$ cat src/rtl/bus_arbiter_if.sv
// ============================================================================
// Module  : bus_arbiter_if
// Brief   : Requester-side and memory-side signal bundle for bus_arbiter.
// Revision: 1.0 - initial release
// ============================================================================
`default_nettype none

interface bus_arbiter_if #(
  parameter int NREQ = 3,
  parameter int AW   = 32
);
  logic [NREQ-1:0]           REQ_VALID;
  logic [NREQ-1:0]           REQ_WR;
  logic [NREQ-1:0][AW-1:0]   REQ_ADDR;
  logic [NREQ-1:0][31:0]     REQ_WDATA;
  logic [NREQ-1:0][3:0]      REQ_BE;
  logic [NREQ-1:0]           REQ_READY;
  logic [NREQ-1:0]           RSP_VALID;
  logic [31:0]               RSP_RDATA;
  logic                      MEM_EN;
  logic [3:0]                MEM_WE;
  logic [AW-1:0]             MEM_ADDR;
  logic [31:0]               MEM_WDATA;
  logic [31:0]               MEM_RDATA;
  logic [1:0]                GRANT;

  // Arbiter side
  modport slave (
    input  REQ_VALID, REQ_WR, REQ_ADDR, REQ_WDATA, REQ_BE, MEM_RDATA,
    output REQ_READY, RSP_VALID, RSP_RDATA, MEM_EN, MEM_WE, MEM_ADDR,
           MEM_WDATA, GRANT
  );

  // Requester / memory side
  modport master (
    output REQ_VALID, REQ_WR, REQ_ADDR, REQ_WDATA, REQ_BE, MEM_RDATA,
    input  REQ_READY, RSP_VALID, RSP_RDATA, MEM_EN, MEM_WE, MEM_ADDR,
           MEM_WDATA, GRANT
  );
endinterface

`default_nettype wire

$ cat src/rtl/bus_arbiter.sv
// ============================================================================
// Module  : bus_arbiter
// Brief   : Round-robin arbiter sharing one single-cycle memory port among
//           NREQ (<= 4) requesters; one transaction every three cycles.
// Revision: 1.0 - initial release
// ============================================================================
`default_nettype none

module bus_arbiter #(
  parameter int NREQ = 3,
  parameter int AW   = 32
) (
  input  wire logic     XCLK,
  input  wire logic     XRES,
  bus_arbiter_if.slave  bus
);

  localparam int c_IW = 2;
  localparam int c_CW = c_IW + 1;

  typedef enum logic [1:0] {
    IDLE  = 2'd0,
    ISSUE = 2'd1,
    WAIT  = 2'd2,
    RESP  = 2'd3
  } state_t;

  state_t            r_state;
  state_t            w_state_nxt;
  logic [c_IW-1:0]   r_ptr;
  logic [c_IW-1:0]   r_win;
  logic              r_wr;
  logic [AW-1:0]     r_addr;
  logic [31:0]       r_wdata;
  logic [3:0]        r_be;
  logic [31:0]       r_rdata;

  logic              w_found;
  logic [c_IW-1:0]   w_pick;
  logic [c_CW-1:0]   w_cand;
  logic              w_latch;
  logic [NREQ-1:0]   w_ready;
  logic [NREQ-1:0]   w_rsp;
  logic              w_mem_en;
  logic [3:0]        w_mem_we;

  // Search from the priority pointer upward, wrapping at NREQ.
  always_comb begin
    w_found = 1'b0;
    w_pick  = '0;
    w_cand  = '0;
    for (int k = 0; k < NREQ; k++) begin
      w_cand = c_CW'(r_ptr) + c_CW'(k);
      if (w_cand >= c_CW'(NREQ))
        w_cand = w_cand - c_CW'(NREQ);
      if (!w_found && bus.REQ_VALID[w_cand[c_IW-1:0]]) begin
        w_found = 1'b1;
        w_pick  = w_cand[c_IW-1:0];
      end
    end
  end

  assign w_latch = w_found && ((r_state == IDLE) || (r_state == RESP));

  always_ff @(posedge XCLK or posedge XRES) begin
    if (XRES)
      r_state <= IDLE;
    else
      r_state <= w_state_nxt;
  end

  always_comb begin
    w_state_nxt = r_state;
    w_ready     = '0;
    w_rsp       = '0;
    w_mem_en    = 1'b0;
    w_mem_we    = 4'b0000;
    case (r_state)
      IDLE: begin
        if (w_found)
          w_state_nxt = ISSUE;
      end
      ISSUE: begin
        w_mem_en       = 1'b1;
        w_mem_we       = r_wr ? r_be : 4'b0000;
        w_ready[r_win] = 1'b1;
        w_state_nxt    = WAIT;
      end
      WAIT: begin
        w_state_nxt = RESP;
      end
      RESP: begin
        w_rsp[r_win] = 1'b1;
        w_state_nxt  = w_found ? ISSUE : IDLE;
      end
      default: w_state_nxt = IDLE;
    endcase
  end

  // Request latch and read-data capture; the latch isolates the in-flight
  // access from requester changes after selection.
  always_ff @(posedge XCLK or posedge XRES) begin
    if (XRES) begin
      r_ptr   <= '0;
      r_win   <= '0;
      r_wr    <= 1'b0;
      r_addr  <= '0;
      r_wdata <= '0;
      r_be    <= '0;
      r_rdata <= '0;
    end else begin
      if (w_latch) begin
        r_win   <= w_pick;
        r_wr    <= bus.REQ_WR[w_pick];
        r_addr  <= bus.REQ_ADDR[w_pick];
        r_wdata <= bus.REQ_WDATA[w_pick];
        r_be    <= bus.REQ_BE[w_pick];
        r_ptr   <= (w_pick == c_IW'(NREQ - 1)) ? '0 : w_pick + 1'b1;
      end
      if ((r_state == WAIT) && !r_wr)
        r_rdata <= bus.MEM_RDATA;
    end
  end

  assign bus.REQ_READY = w_ready;
  assign bus.RSP_VALID = w_rsp;
  assign bus.RSP_RDATA = r_rdata;
  assign bus.MEM_EN    = w_mem_en;
  assign bus.MEM_WE    = w_mem_we;
  assign bus.MEM_ADDR  = r_addr;
  assign bus.MEM_WDATA = r_wdata;
  assign bus.GRANT     = r_win;

endmodule

`default_nettype wire
$ cat src/flat_wrapper.sv
// flat-port wrapper written by rule: the top's interface ports become plain ports
module bus_arbiter_flat 
#(
  parameter int NREQ = 3,
  parameter int AW   = 32
)
  (XCLK, XRES, bus_REQ_VALID, bus_REQ_WR, bus_REQ_ADDR, bus_REQ_WDATA, bus_REQ_BE, bus_MEM_RDATA, bus_REQ_READY, bus_RSP_VALID, bus_RSP_RDATA, bus_MEM_EN, bus_MEM_WE, bus_MEM_ADDR, bus_MEM_WDATA, bus_GRANT);
  bus_arbiter_if #(.NREQ(NREQ), .AW(AW)) bus_i ();
  input  wire logic XCLK;
  input  wire logic XRES;
  input wire logic [$bits(bus_i.REQ_VALID)-1:0] bus_REQ_VALID;
  input wire logic [$bits(bus_i.REQ_WR)-1:0] bus_REQ_WR;
  input wire logic [$bits(bus_i.REQ_ADDR)-1:0] bus_REQ_ADDR;
  input wire logic [$bits(bus_i.REQ_WDATA)-1:0] bus_REQ_WDATA;
  input wire logic [$bits(bus_i.REQ_BE)-1:0] bus_REQ_BE;
  input wire logic [$bits(bus_i.MEM_RDATA)-1:0] bus_MEM_RDATA;
  output wire logic [$bits(bus_i.REQ_READY)-1:0] bus_REQ_READY;
  output wire logic [$bits(bus_i.RSP_VALID)-1:0] bus_RSP_VALID;
  output wire logic [$bits(bus_i.RSP_RDATA)-1:0] bus_RSP_RDATA;
  output wire logic [$bits(bus_i.MEM_EN)-1:0] bus_MEM_EN;
  output wire logic [$bits(bus_i.MEM_WE)-1:0] bus_MEM_WE;
  output wire logic [$bits(bus_i.MEM_ADDR)-1:0] bus_MEM_ADDR;
  output wire logic [$bits(bus_i.MEM_WDATA)-1:0] bus_MEM_WDATA;
  output wire logic [$bits(bus_i.GRANT)-1:0] bus_GRANT;
  assign bus_i.REQ_VALID = bus_REQ_VALID;
  assign bus_i.REQ_WR = bus_REQ_WR;
  assign bus_i.REQ_ADDR = bus_REQ_ADDR;
  assign bus_i.REQ_WDATA = bus_REQ_WDATA;
  assign bus_i.REQ_BE = bus_REQ_BE;
  assign bus_i.MEM_RDATA = bus_MEM_RDATA;
  assign bus_REQ_READY = bus_i.REQ_READY;
  assign bus_RSP_VALID = bus_i.RSP_VALID;
  assign bus_RSP_RDATA = bus_i.RSP_RDATA;
  assign bus_MEM_EN = bus_i.MEM_EN;
  assign bus_MEM_WE = bus_i.MEM_WE;
  assign bus_MEM_ADDR = bus_i.MEM_ADDR;
  assign bus_MEM_WDATA = bus_i.MEM_WDATA;
  assign bus_GRANT = bus_i.GRANT;
  bus_arbiter #(.NREQ(NREQ), .AW(AW)) u_core (.XCLK(XCLK), .XRES(XRES), .bus(bus_i));
endmodule
$ cat config.mk
export PLATFORM = sky130hd
export DESIGN_NAME = bus_arbiter_flat
export DESIGN_NICKNAME = d
export VERILOG_FILES = /design/src/rtl/bus_arbiter_if.sv /design/src/rtl/bus_arbiter.sv /design/src/flat_wrapper.sv
export SDC_FILE = /design/constraint.sdc
export NUM_CORES = 1
export LEC_CHECK = 0
export ABC_AREA = 1
export BUFFER_PORTS_ARGS = -buffer_cell sky130_fd_sc_hd__buf_4
export CAP_MARGIN = 20
export CORE_AREA = 2 2 136 138
export CTS_CLUSTER_SIZE = 20
export DETAILED_ROUTE_END_ITERATION = 8
export DIE_AREA = 0 0 138 140
export PLACE_DENSITY = 0.69
export SLEW_MARGIN = 20
export SYNTH_ARGS = -nofsm -noshare
export SYNTH_HDL_FRONTEND = slang
export SYNTH_SLANG_ARGS = --single-unit
$ cat constraint.sdc
create_clock -name XCLK -period 3.5 [get_ports XCLK]
set_input_delay 0.175 -clock XCLK [delete_from_list [all_inputs] [get_ports XCLK]]
set_output_delay 0.175 -clock XCLK [all_outputs]
set_load 0.1 [all_outputs]
==> flow_metrics.py <==
metrics = {
    "routing": {
        "ant_nets": 0,
        "vias_per_cell": 4.66,
        "vias": 7188,
        "drcViolationCount": 0,
        "drt_iter0_markers": 332,
        "first_pass_iters": 5,
        "drt-total-wl_mm": 22.5,
        "post_drt_wl_per_cell_um": 14.6,
    },
    "job": {
        "maxCapViolCount": 0,
    },
    "clock_tree": {
        "clock_path_buffers": 2,
        "cts_tree": "built",
        "insertion_delay_ns": 0.36,
        "cts.sinks": 107,
        "numCtsBuffers": 9,
        "clk_pin_slew_worst_paths_ns": 0.08,
        "htree_levels": 3,
        "cts_setup_buffers": 0,
        "cts-root-buf": "clkbuf_16",
    },
    "critical_path": {
        "critPathMaxFanout": 34,
        "path_class": "reg2reg",
        "crit_path_end_kind": "flip-flop",
        "startpoint_type": "flip-flop",
        "r2r_start": "u_core.r_ptr[0]",
        "r2r-end": "u_core.bus.MEM_WDATA[25]",
        "worstRegToRegCells": 13,
        "rrSetupSlack_ns": 0.87,
        "critPathArrivalTime_ns": 2.92,
        "required_ns": 3.80,
    },
    "placed_design": {
        "hpwl_mm": 16.7,
        "place_inst": 1526,
        "place_congestion": 0.875,
        "port-buffer-count": 352,
    },
    "layout": {
        "antennaDiodeCount": 0,
        "final_common_cell": "buf_4",
        "final_nets": 1562,
        "syn2layout_area_growth_pct": 45.7,
        "drive_gt1_frac": 0.329,
        "final_cell_mix": "buf_4, nand2_1, inv_1, nand3_1, dfrtp_1",
        "fillers": 1797,
        "fin_cells": 1543,
    },
    "floorplanning": {
        "dieHeight_um": 140,
        "die_x_um": 138,
        "die_area_um2": 19300,
        "initial_core_util": 0.380,
        "ios": 353,
        "num_rows": 49,
        "core_area_um2": 17800,
    },
    "global_route": {
        "grt-busiest-layer": "met2",
        "grt_remaining_overflow": 0,
        "grt_util_met3": 0.0482,
        "grt_util_all_layers": 0.227,
        "grt_use_met2": 0.386,
        "antenna_found_initial": 0,
        "grt_pass1_vias": 6769,
        "use_met1": 0.282,
        "grt_pass1_wl_mm": 35.2,
        "grt_max_degree": 71,
    },
    "synth": {
        "yosysSeqAreaShare": 0.397,
        "avgSynthCellArea_um2": 6.87,
        "syn_area_um2": 6750,
        "synth_cells": 983,
        "syn_nets": 1236,
        "synth_cell_types": 27,
        "yosysWarningCount": 0,
        "ys_ff_latch": 107,
    },
    "worst_hold_path": {
        "hold_depth": 2,
        "whs_endpoint": "u_core.bus.RSP_RDATA[10]",
        "min-delay-start": "bus_MEM_RDATA[10]",
        "hp-class": "in2reg",
    },
    "timing": {
        "fin_worst_skew_ns": 0.00757,
        "post-route-period-util": 0.750,
        "rsz0062_at_grt": "false",
        "slew_headroom": 0.511,
        "max_freq_mhz": 381,
        "tightest_slew_ns": 0.733,
        "timing.final.crit_period_ns": 2.63,
        "finalSetupViolCount": 0,
        "finalHoldViolCount": 0,
        "slew_violations": 0,
    },
    "status": {
        "status": "complete, no violations",
    },
}
[logic make-up after synthesis]
family                     after synthesis  synth area share
AOI/OAI and AO/OA                       10           0.00852
adders and majority gates                9            0.0167
buffers and inverters                  279             0.168
DFF                                    107             0.397
muxes                                   32            0.0534
and+or+nand+nor                        546             0.357
[metrics by stage]
stage,util,setup slack [ns],hold slack (ns),instance area (µm²),TNS [ns]
final,0.553,0.875,0.0454,9840,0
after global routing,0.553,0.590,0.0339,9840,0
after CTS,0.553,0.878,0.0349,9840,0
after detailed placement,0.535,0.911,0.327,9520,0
after global placement,0.535,0.968,0.310,9520,0
after floorplan,-,-0.375,0.325,6750,-1.09
[final cells by class]
class	count	area (µm²)	area share
multi-input cells	597	2940	0.299
repair buffers	367	2770	0.282
flip-flops and latches	107	2680	0.272
inverters	227	855	0.0869
well taps	229	287	0.0291
clock buffers	9	225	0.0229
clock inverters	7	85.1	0.00865
[worst max-delay path: stages, from the launching register on]
cell and delay (ns):
dfrtp_1 0.40, inv_1 0.08, ha_1 0.39, inv_1 0.12
nand3_1 0.11, nand2_2 0.11, nand3_2 0.13, nand2_4 0.16
inv_2 0.28, buf_4 0.41, nand3_1 0.14, nand2_1 0.12
inv_1 0.04, nand2_1 0.05
[synth_stat cells, drive strengths merged]
| library cell | count | area (µm²) |
|---|---|---|
| mux2 | 32 | 360 |
| o21a | 1 | 7.51 |
| nor3 | 6 | 30.0 |
| nand4 | 3 | 33.8 |
| dfrtp | 107 | 2680 |
| nand3 | 221 | 1130 |
| buf | 49 | 273 |
| nor2 | 8 | 37.5 |
| a21oi | 1 | 5.00 |
| clkbuf | 3 | 11.3 |
| clkinv | 2 | 7.51 |
| o21ai | 7 | 38.8 |
| inv | 225 | 845 |
| nand2 | 308 | 1180 |
| ha | 9 | 113 |
| o22ai | 1 | 6.26 |
[per-layer routing]
layer / up-vias / part of all wire
met1: 3240 / 0.41
met5: - / 0
met2: 285 / 0.48
li1: 3620 / -
met4: 0 / 0.032
met3: 43 / 0.073
[flip-flops by register name, indices dropped and copies added, names as in the netlist]
name                  cells
u_core.bus.MEM_ADDR      32
u_core.bus.MEM_WDATA     32
u_core.bus.RSP_RDATA     32
u_core.r_be               4
u_core.bus.GRANT          2
u_core.r_ptr              2
u_core.r_state            2
u_core.r_wr               1
[timing repair]
item | 4_1_cts | 5_1_grt
gates resized for setup | 0 | 0
hold endpoints to repair | 47 | 0
hold buffers | 1 | 0
[worst max path at each step]
stage | startpoint | end | slack (ns) | cells after the start
finish | u_core.r_ptr[0] | u_core.bus.MEM_WDATA[25] | 0.87 | 13
global route | u_core.r_ptr[0] | u_core.bus.MEM_ADDR[23] | 0.59 | 15
CTS | u_core.r_ptr[0] | u_core.bus.MEM_WDATA[25] | 0.88 | 13
detailed placement | u_core.r_ptr[0] | u_core.bus.MEM_WDATA[23] | 0.91 | 13
global placement | u_core.r_ptr[0] | u_core.bus.MEM_ADDR[0] | 0.97 | 13
floorplan | u_core.r_state[1] | bus_REQ_READY[1] | -0.38 | 4
Power is not shown: default switching activity piles up to over one toggle a cycle in this logic, so the estimate is an artifact.
